==> src/rtl/spi_master.sv <==
// SPI master, mode 0 (CPOL=0, CPHA=0), MSB first, 8-bit frames.
// Single bytes or bursts with chip select held low between bytes; SCK is
// derived from clk_i by a half-period divider.
module spi_master #(
  parameter int unsigned CLK_DIV  = 4,
  parameter int unsigned CS_SETUP = 2,
  parameter int unsigned CS_HOLD  = 2
) (
  input  logic       clk_i,
  input  logic       rst_i,
  input  logic       start_i,
  input  logic       last_i,
  input  logic [7:0] tx_data_i,
  output logic [7:0] rx_data_o,
  output logic       busy_o,
  output logic       done_o,
  output logic       spi_sck_o,
  output logic       spi_mosi_o,
  input  logic       spi_miso_i,
  output logic       spi_cs_o
);

  localparam int unsigned DIV_W  = $clog2(CLK_DIV + 1);
  localparam int unsigned CS_MAX = (CS_SETUP > CS_HOLD) ? CS_SETUP : CS_HOLD;
  localparam int unsigned CS_W   = $clog2(CS_MAX + 1);

  typedef enum logic [2:0] {
    S_IDLE  = 3'd0,
    S_SETUP = 3'd1,
    S_XFER  = 3'd2,
    S_WAIT  = 3'd3,
    S_HOLD  = 3'd4
  } state_t;

  state_t           state, state_n;
  logic [DIV_W-1:0] div_cnt, div_cnt_n;
  logic [2:0]       bit_cnt, bit_cnt_n;
  logic [CS_W-1:0]  cs_cnt, cs_cnt_n;
  logic [6:0]       tx_sh, tx_sh_n;
  logic [7:0]       rx_sh, rx_sh_n;
  logic             last_byte, last_byte_n;
  logic             fin, fin_n;
  logic             sck, sck_n;
  logic             mosi, mosi_n;
  logic             cs, cs_n;
  logic             busy, busy_n;
  logic             done, done_n;
  logic [7:0]       rx_data, rx_data_n;

  logic accept;
  logic tick;
  logic setup_done;
  logic hold_done;

  // A new byte is taken only when idle or parked in a burst with busy low.
  assign accept     = start_i && !busy && (state == S_IDLE || state == S_WAIT);
  assign tick       = (div_cnt == DIV_W'(CLK_DIV - 1));
  assign setup_done = (cs_cnt == CS_W'(CS_SETUP - 1));
  // Hold count starts at 1 on entry: the done cycle already follows the last fall.
  assign hold_done  = (cs_cnt >= CS_W'(CS_HOLD - 1));

  assign rx_data_o  = rx_data;
  assign busy_o     = busy;
  assign done_o     = done;
  assign spi_sck_o  = sck;
  assign spi_mosi_o = mosi;
  assign spi_cs_o   = cs;

  // State register.
  always_ff @(posedge clk_i) begin
    if (rst_i) state <= S_IDLE;
    else       state <= state_n;
  end

  // Next-state selection.
  always_comb begin
    state_n = state;
    case (state)
      S_IDLE:  if (accept) state_n = S_SETUP;
      S_SETUP: if (setup_done) state_n = S_XFER;
      S_XFER:  if (fin) state_n = last_byte ? S_HOLD : S_WAIT;
      S_WAIT:  if (accept) state_n = S_XFER;
      S_HOLD:  if (hold_done) state_n = S_IDLE;
      default: state_n = S_IDLE;
    endcase
  end

  // Next values of the datapath and registered outputs.
  always_comb begin
    div_cnt_n   = div_cnt;
    bit_cnt_n   = bit_cnt;
    cs_cnt_n    = cs_cnt;
    tx_sh_n     = tx_sh;
    rx_sh_n     = rx_sh;
    last_byte_n = last_byte;
    fin_n       = fin;
    sck_n       = sck;
    mosi_n      = mosi;
    cs_n        = cs;
    busy_n      = busy;
    done_n      = 1'b0;
    rx_data_n   = rx_data;
    case (state)
      S_IDLE: begin
        if (accept) begin
          tx_sh_n     = tx_data_i[6:0];
          last_byte_n = last_i;
          mosi_n      = tx_data_i[7];
          cs_n        = 1'b0;
          busy_n      = 1'b1;
          cs_cnt_n    = '0;
        end
      end
      S_SETUP: begin
        cs_cnt_n = cs_cnt + CS_W'(1);
        if (setup_done) begin
          div_cnt_n = '0;
          bit_cnt_n = '0;
        end
      end
      S_XFER: begin
        if (fin) begin
          fin_n     = 1'b0;
          done_n    = 1'b1;
          rx_data_n = rx_sh;
          cs_cnt_n  = CS_W'(1);
        end else begin
          div_cnt_n = tick ? '0 : div_cnt + DIV_W'(1);
          if (tick) begin
            if (!sck) begin
              sck_n   = 1'b1;
              rx_sh_n = {rx_sh[6:0], spi_miso_i};
            end else begin
              sck_n     = 1'b0;
              bit_cnt_n = bit_cnt + 3'd1;
              if (bit_cnt == 3'd7) begin
                fin_n = 1'b1;
              end else begin
                mosi_n  = tx_sh[6];
                tx_sh_n = {tx_sh[5:0], 1'b0};
              end
            end
          end
        end
      end
      S_WAIT: begin
        busy_n = 1'b0;
        if (accept) begin
          tx_sh_n     = tx_data_i[6:0];
          last_byte_n = last_i;
          mosi_n      = tx_data_i[7];
          busy_n      = 1'b1;
          div_cnt_n   = '0;
          bit_cnt_n   = '0;
        end
      end
      S_HOLD: begin
        cs_cnt_n = cs_cnt + CS_W'(1);
        if (hold_done) begin
          cs_n   = 1'b1;
          busy_n = 1'b0;
        end
      end
      default: begin
        cs_n   = 1'b1;
        sck_n  = 1'b0;
        busy_n = 1'b0;
      end
    endcase
  end

  // Datapath and output registers; reset abandons any partial byte.
  always_ff @(posedge clk_i) begin
    if (rst_i) begin
      div_cnt   <= '0;
      bit_cnt   <= '0;
      cs_cnt    <= '0;
      tx_sh     <= '0;
      rx_sh     <= '0;
      last_byte <= 1'b0;
      fin       <= 1'b0;
      sck       <= 1'b0;
      mosi      <= 1'b0;
      cs        <= 1'b1;
      busy      <= 1'b0;
      done      <= 1'b0;
      rx_data   <= '0;
    end else begin
      div_cnt   <= div_cnt_n;
      bit_cnt   <= bit_cnt_n;
      cs_cnt    <= cs_cnt_n;
      tx_sh     <= tx_sh_n;
      rx_sh     <= rx_sh_n;
      last_byte <= last_byte_n;
      fin       <= fin_n;
      sck       <= sck_n;
      mosi      <= mosi_n;
      cs        <= cs_n;
      busy      <= busy_n;
      done      <= done_n;
      rx_data   <= rx_data_n;
    end
  end

endmodule

==> config.mk <==
export PLATFORM = sky130hd
export DESIGN_NAME = spi_master
export DESIGN_NICKNAME = d
export VERILOG_FILES = /design/src/rtl/spi_master.sv
export SDC_FILE = /design/constraint.sdc
export NUM_CORES = 1
export LEC_CHECK = 0
export ABC_CLOCK_PERIOD_IN_PS = 2150
export CAP_MARGIN = 25
export CORE_AREA = 2 2 63 65
export CTS_BUF_LIST = sky130_fd_sc_hd__clkbuf_2 sky130_fd_sc_hd__clkbuf_4 sky130_fd_sc_hd__clkbuf_8
export DETAILED_ROUTE_END_ITERATION = 10
export DIE_AREA = 0 0 65 67
export PLACE_DENSITY = 0.84
export SYNTH_ARGS = -nofsm -noshare
export SYNTH_HDL_FRONTEND = slang
export SYNTH_SLANG_ARGS = --single-unit
==> constraint.sdc <==
create_clock -name clk_i -period 2.15 [get_ports clk_i]
set_clock_uncertainty 0.05 [all_clocks]
set_input_delay 0.43 -clock clk_i [delete_from_list [all_inputs] [get_ports clk_i]]
set_output_delay 0.43 -clock clk_i [all_outputs]
set_load 0.01 [all_outputs]
==> results.toml, run 1 <==
[yosys]
synth.distinct_cells = 49
synth_nets = 267
syn_avg_cell_area_um2 = 8.17
synth_seq_cells = 41
synth_ff_type = "dfxtp_1"
synth_seq_area_share_pct = 40.4
ys_warn_count = 0
netlist_instances = 249
synth_edf_count = 0
syn_area_um2 = 2030
async_flop_share_pct = 0

[route]
dr.pass1.iters = 4
drtIter0Drc = 86
viasPerCell = 5.62
drc = 0
wl_per_cell_um = 13.3
drtAntennaViolNets = 0
wl_um = 4350
vias = 1842

[sta]
tns_ns = 0
tightest_slew_ns = 0.409
period_needed_ns = 1.93
rsz0062_at_grt = "false"
setup_violations = 0
post-route-period-util_pct = 89.9
slew_violations = 0
slew_headroom_pct = 72.7
timing.fmax_ghz = 0.518
finalHoldViolCount = 0

[layout]
final_util_pct = 69.1
synthToLayoutAreaGrowth_pct = 22.6
fillers = 296
register_area_um2 = 821
drive_gt1_share_pct = 10.7
final_nets = 297
multi_input_area_um2 = 1110
antenna_cells = 0

[setup_path]
arrival_ns = 2.07
required_ns = 2.29
path_cells = "or3b_1 -> nor2_2 -> a31oi_4 -> mux2_1"
timing_worst_setup_path_type = "reg2reg"
crit_fanout = 11
critPathSlowestCell = "dfxtp_1"
endpoint_kind = "flip-flop"
max_stage_delay_ns = 0.56
startpoint_type = "flip-flop"

[clocking]
cts_tree = "done"
cts_resized = 0
post_cts_buffers = 0
cts_max_level = 2
clock_sinks = 41
cts_buffer_depth = 2
cts.reportedPaths.clkPinSlew_ns = 0.08
hold_buffers = 0
clockRootBuffer = "clkbuf_8"
numCtsBuffers = 5
clock_latency_ns = 0.30

[min_path]
hp-class = "reg2reg"

[placement]
place.gp.congestion = 0.872
portBuffers = 25
dp_hpwl_um = 3070

[grt]
grt_first_pass_wirelength_um = 7510
grt_overflow = 0
grt_max_degree = 24
antenna_found_initial = 0
grt_pass1_vias = 1740
grtUsageTotal_pct = 22.4

[pwr]
vdd_ir_drop_max_mv = 0.419
leakagePower_nw = 0.913
p_per_area_nw_per_um2 = 720

[floorplan]
die_h_um = 67
initial_core_util_pct = 56.4
die_area_um2 = 4360
ioPinCount = 26
rows = 22
die-width_um = 65
core_um2 = 3610

[run]
cap_violations = 0

[outcome]
status = "completed"
-- flip-flops by register name (all words and copies together) (netlist names), 2 cells and up --
signal     cells
state          3
div_cnt        3
bit_cnt        3
rx_data_o      8
tx_sh          7
rx_sh          8
cs_cnt         2
-- per-stage QoR --
step	hold WS [ns]	total power, W	cells	instance area (µm²)	worst slack, ns
2_1_floorplan	0.382	0.00106	249	2030	0.372
3_3_place_gp	0.392	0.00117	320	2380	0.0602
3_5_place_dp	0.398	0.00118	320	2380	0.00665
4_1_cts	0.410	0.00181	328	2490	0.205
5_1_grt	0.424	0.00188	328	2490	0.0978
6_report	0.407	0.00179	328	2490	0.218
-- logic make-up (layout without fill, tap and decap cells) --
kind of cell / after synthesis / in the layout / synth area share (%)
AND/OR/NAND/NOR: 96 / 96 / 24.2
multiplexers: 10 / 10 / 5.42
XOR/XNOR: 3 / 3 / 1.66
AO/OA/AOI/OAI: 70 / 70 / 20.3
adder cells (fa/ha/maj): 5 / 5 / 3.08
flip-flops: 41 / 41 / 40.4
buffers and inverters: 24 / 55 / 4.99
-- cells in the mapped netlist, types with 2 or more instances --
library cell	n	area [µm²]
nor2b_1	9	56.3
a211oi_1	3	22.5
buf_2	6	30.0
ha_1	5	62.6
a21oi_1	34	170
xnor2_1	2	17.5
o21ai_1	6	30.0
nand2b_1	2	12.5
nand4_1	6	37.5
nand3b_1	2	15.0
nor2_1	10	37.5
nand3_1	11	55.1
inv_1	7	26.3
buf_1	2	7.51
o211ai_1	2	15.0
mux2_1	7	78.8
clkbuf_1	7	26.3
mux2i_1	2	20.0
nand2_1	41	154
o21ai_0	14	70.1
dfxtp_1	41	821
and3_1	3	18.8
-- final timing paths --
path	cells past startpoint	endpoint	startpoint	slack, ns
max	4	spi_mosi_o$_SDFFE_PP0P_	state[1]$_SDFFE_PP0P_	0.22
min	2	rx_data_o[5]$_SDFFE_PP0P_	rx_data_o[5]$_SDFFE_PP0P_	0.41
max reg2reg	4	spi_mosi_o$_SDFFE_PP0P_	state[1]$_SDFFE_PP0P_	0.22
min reg2reg	2	rx_data_o[5]$_SDFFE_PP0P_	rx_data_o[5]$_SDFFE_PP0P_	0.41
-- layout make-up --
cell class / count / area share, %
tap: 48 / 2.41
sequential: 41 / 32.9
inverter: 8 / 1.20
clock inverter: 3 / 1.86
clock buffer: 5 / 2.76
multi-input combinational: 184 / 44.6
timing repair buffer: 39 / 14.3
-- report_power, final --
group / switching (W) / total [W] / internal, W / leakage, nW
clock: 0.000278 / 0.000625 / 0.000347 / 0.0543
combinational: 0.000177 / 0.000343 / 0.000166 / 0.526
sequential: 0.0000330 / 0.000827 / 0.000794 / 0.332
-- layer usage --
| metal | track usage [%] | part of all wire, % | wire [µm] |
|---|---|---|---|
| met4 | 9.57 | 1.5 | 67 |
| met2 | 39.8 | 51 | 2200 |
| met1 | 25.8 | 43 | 1870 |
| met3 | 4.90 | 4.9 | 213 |
| met5 | 0 | 0 | 0 |
-- worst max-delay path: cells and delay by family (launching register included) --
family	cells	cell delay (ns)
mux	1	0.37
compound gates	1	0.19
simple gates	2	0.65
flops	1	0.56
-- cells in the final DEF (no fill, tap or decap), types with 2 or more instances in the layout --
cell / instances
dfxtp_1: 41
o21ai_1: 6
nand3_1: 11
mux2_1: 7
clkdlybuf4s50_1: 25
o21ai_0: 14
nor2_1: 10
o211ai_1: 2
and3_1: 3
nand3b_1: 2
nand2_1: 41
a211oi_1: 3
inv_1: 7
ha_1: 5
a21oi_1: 34
buf_4: 14
nand2b_1: 2
nand4_1: 6
clkbuf_8: 5
nor2b_1: 9
xnor2_1: 2
mux2i_1: 2
Power figures use the tool's default switching activity.
==> inputs of run 2 (changes only) <==
--- a/config.mk
+++ b/config.mk
@@ -12,6 +12,7 @@
 export DETAILED_ROUTE_END_ITERATION = 10
 export DIE_AREA = 0 0 65 67
 export PLACE_DENSITY = 0.84
+export SETUP_SLACK_MARGIN = 0.5
 export SYNTH_ARGS = -nofsm -noshare
 export SYNTH_HDL_FRONTEND = slang
 export SYNTH_SLANG_ARGS = --single-unit
==> results.toml, run 2 (same netlist as run 1, synthesis figures left out) <==
[outcome]
status = "completed"

[setup_path]
critPathCapture = "rx_sh[0]$_SDFFE_PP0P_"
arrival_ns = 1.86
endpoint_kind = "flip-flop"
crit_start = "state[1]$_SDFFE_PP0P_"
r2r_slack_ns = 0.42
startpoint_type = "flip-flop"
r2r_cells = 5
timing_worst_setup_path_type = "reg2reg"
crit_fanout = 8
timing.rr.start = "state[1]$_SDFFE_PP0P_"
required_ns = 2.28
regToRegEndpoint = "rx_sh[0]$_SDFFE_PP0P_"

[sta]
timing.fmax_ghz = 0.578
whs_ns = 0.403
setup_violations = 0
period_needed_ns = 1.73
slew_headroom_pct = 72.3
slew_violations = 0
finalHoldViolCount = 0
rsz0062_at_grt = "true"
post-route-period-util_pct = 80.5
tns_ns = 0
tightest_slew_ns = 0.413

[pwr]
p_int_w = 0.00136
netSwitchingPower_w = 0.000518
seq_power_share_pct = 44.0
leakagePower_nw = 1.16
p_per_area_nw_per_um2 = 686
swShare_pct = 27.5
clkPwrFrac_pct = 33.5
vdd_ir_drop_max_mv = 0.419
comb_power_share_pct = 22.5

[floorplan]
initial_core_util_pct = 56.4
ioPinCount = 26
die-width_um = 65
rows = 22
die_area_um2 = 4360
core_um2 = 3610
die_h_um = 67

[layout]
drive_gt1_share_pct = 24.6
fillers = 238
antenna_cells = 0
final_nets = 306
multi_input_area_um2 = 1230
final_common_cell = "nand2_1"
final_util_pct = 76.0
register_area_um2 = 838
layout_common_cells = "35 x nand2_1, 33 x dfxtp_1, 32 x a21oi_1"
synthToLayoutAreaGrowth_pct = 34.8

[grt]
antenna_found_initial = 0
grtUsageTotal_pct = 23.5
grt_overflow = 0
globalRouteMet2Util_pct = 39.9
grt-busiest-layer = "met2"
grt_use_met1_pct = 28.7
grt_pass1_vias = 1717
grt_use_met3_pct = 4.05
grt_first_pass_wirelength_um = 7800
grt_max_degree = 24

[clocking]
cts_tree = "done"
clock_sinks = 41
cts_buffer_depth = 2
hold_buffers = 0
clock_latency_ns = 0.30
clockRootBuffer = "clkbuf_8"
cts_max_level = 2
numCtsBuffers = 5
cts.reportedPaths.clkPinSlew_ns = 0.08

[placement]
portBuffers = 25
place.gp.congestion = 0.853
dp_hpwl_um = 2880

[route]
viasPerCell = 5.64
wl_um = 4710
dr.pass1.iters = 4
vias = 1901
drtIter0Drc = 198
wl_per_cell_um = 14.0
drc = 0
drtAntennaViolNets = 0

[run]
cap_violations = 0

[min_path]
hp-class = "reg2reg"
## run 2: changes by cell type in the layout (fill, tap and decap cells not counted), moves of 3 or more
cell	delta
mux2_4	+6
dfxtp_2	+5
dfxtp_4	+3
nand2_1	-6
nand2_2	+6
clkdlybuf4s50_1	-14
buf_4	+5
dlygate4sd2_1	+7
dfxtp_1	-8
dlymetal6s2s_1	+7
mux2_1	-6
## run 2: stage by stage
step	std cells	cell area [µm²]	total power, W	worst slack [ns]
global route	337	2740	0.00197	0.375
floorplan	249	2090	0.00107	0.490
detailed placement	319	2410	0.00118	0.0535
CTS	335	2680	0.00188	0.452
finish	337	2740	0.00188	0.420
global placement	319	2410	0.00118	0.0919
## run 2: worst max-delay path, stage by stage, from the launching register on
cell	delay, ns
dfxtp_4	0.41
or3b_4	0.44
buf_12	0.15
or3_4	0.40
nand2_1	0.11
a21oi_1	0.06
## run 2: power groups by stage
stage          registers (W)  clock network (W)  logic (W)
6_report            0.000828           0.000630   0.000424
3_5_place_dp        0.000841                  0   0.000344
5_1_grt             0.000833           0.000676   0.000460
4_1_cts             0.000825           0.000639   0.000415
3_3_place_gp        0.000839                  0   0.000339
2_1_floorplan       0.000833                  0   0.000242
## run 2: cell type report
| class | instances | area share [%] |
|---|---|---|
| repair buffers | 48 | 16.9 |
| multi-input cells | 184 | 45.0 |
| well taps | 48 | 2.19 |
| clock inverters | 3 | 1.69 |
| flip-flops and latches | 41 | 30.6 |
| inverters | 8 | 1.10 |
| clock buffers | 5 | 2.51 |
## run 2: how the worst min path moves through the flow
stage                               from                   endpoint  slack [ns]  cells past startpoint
3_5_place_dp   rx_data_o[4]$_SDFFE_PP0P_  rx_data_o[4]$_SDFFE_PP0P_        0.40                      2
5_1_grt        rx_data_o[5]$_SDFFE_PP0P_  rx_data_o[5]$_SDFFE_PP0P_        0.42                      2
6_report       rx_data_o[4]$_SDFFE_PP0P_  rx_data_o[4]$_SDFFE_PP0P_        0.40                      2
2_1_floorplan      rx_sh[7]$_SDFFE_PP0P_      rx_sh[7]$_SDFFE_PP0P_        0.38                      2
4_1_cts        rx_data_o[7]$_SDFFE_PP0P_  rx_data_o[7]$_SDFFE_PP0P_        0.41                      2
3_3_place_gp       rx_sh[7]$_SDFFE_PP0P_      rx_sh[7]$_SDFFE_PP0P_        0.39                      2
## run 2: what timing repair did
item | 4_1_cts | 5_1_grt
pin swaps | 8 | 1
setup buffers | 8 | 2
resized for setup | 31 | 15
cloned | 0 | 0
setup endpoints to repair | 28 | 36
## run 2: routing by layer
layer / routed length, µm / vias up
li1: - / 957
met5: 0 / -
met1: 2130 / 899
met3: 174 / 10
met4: 100 / 0
met2: 2310 / 35
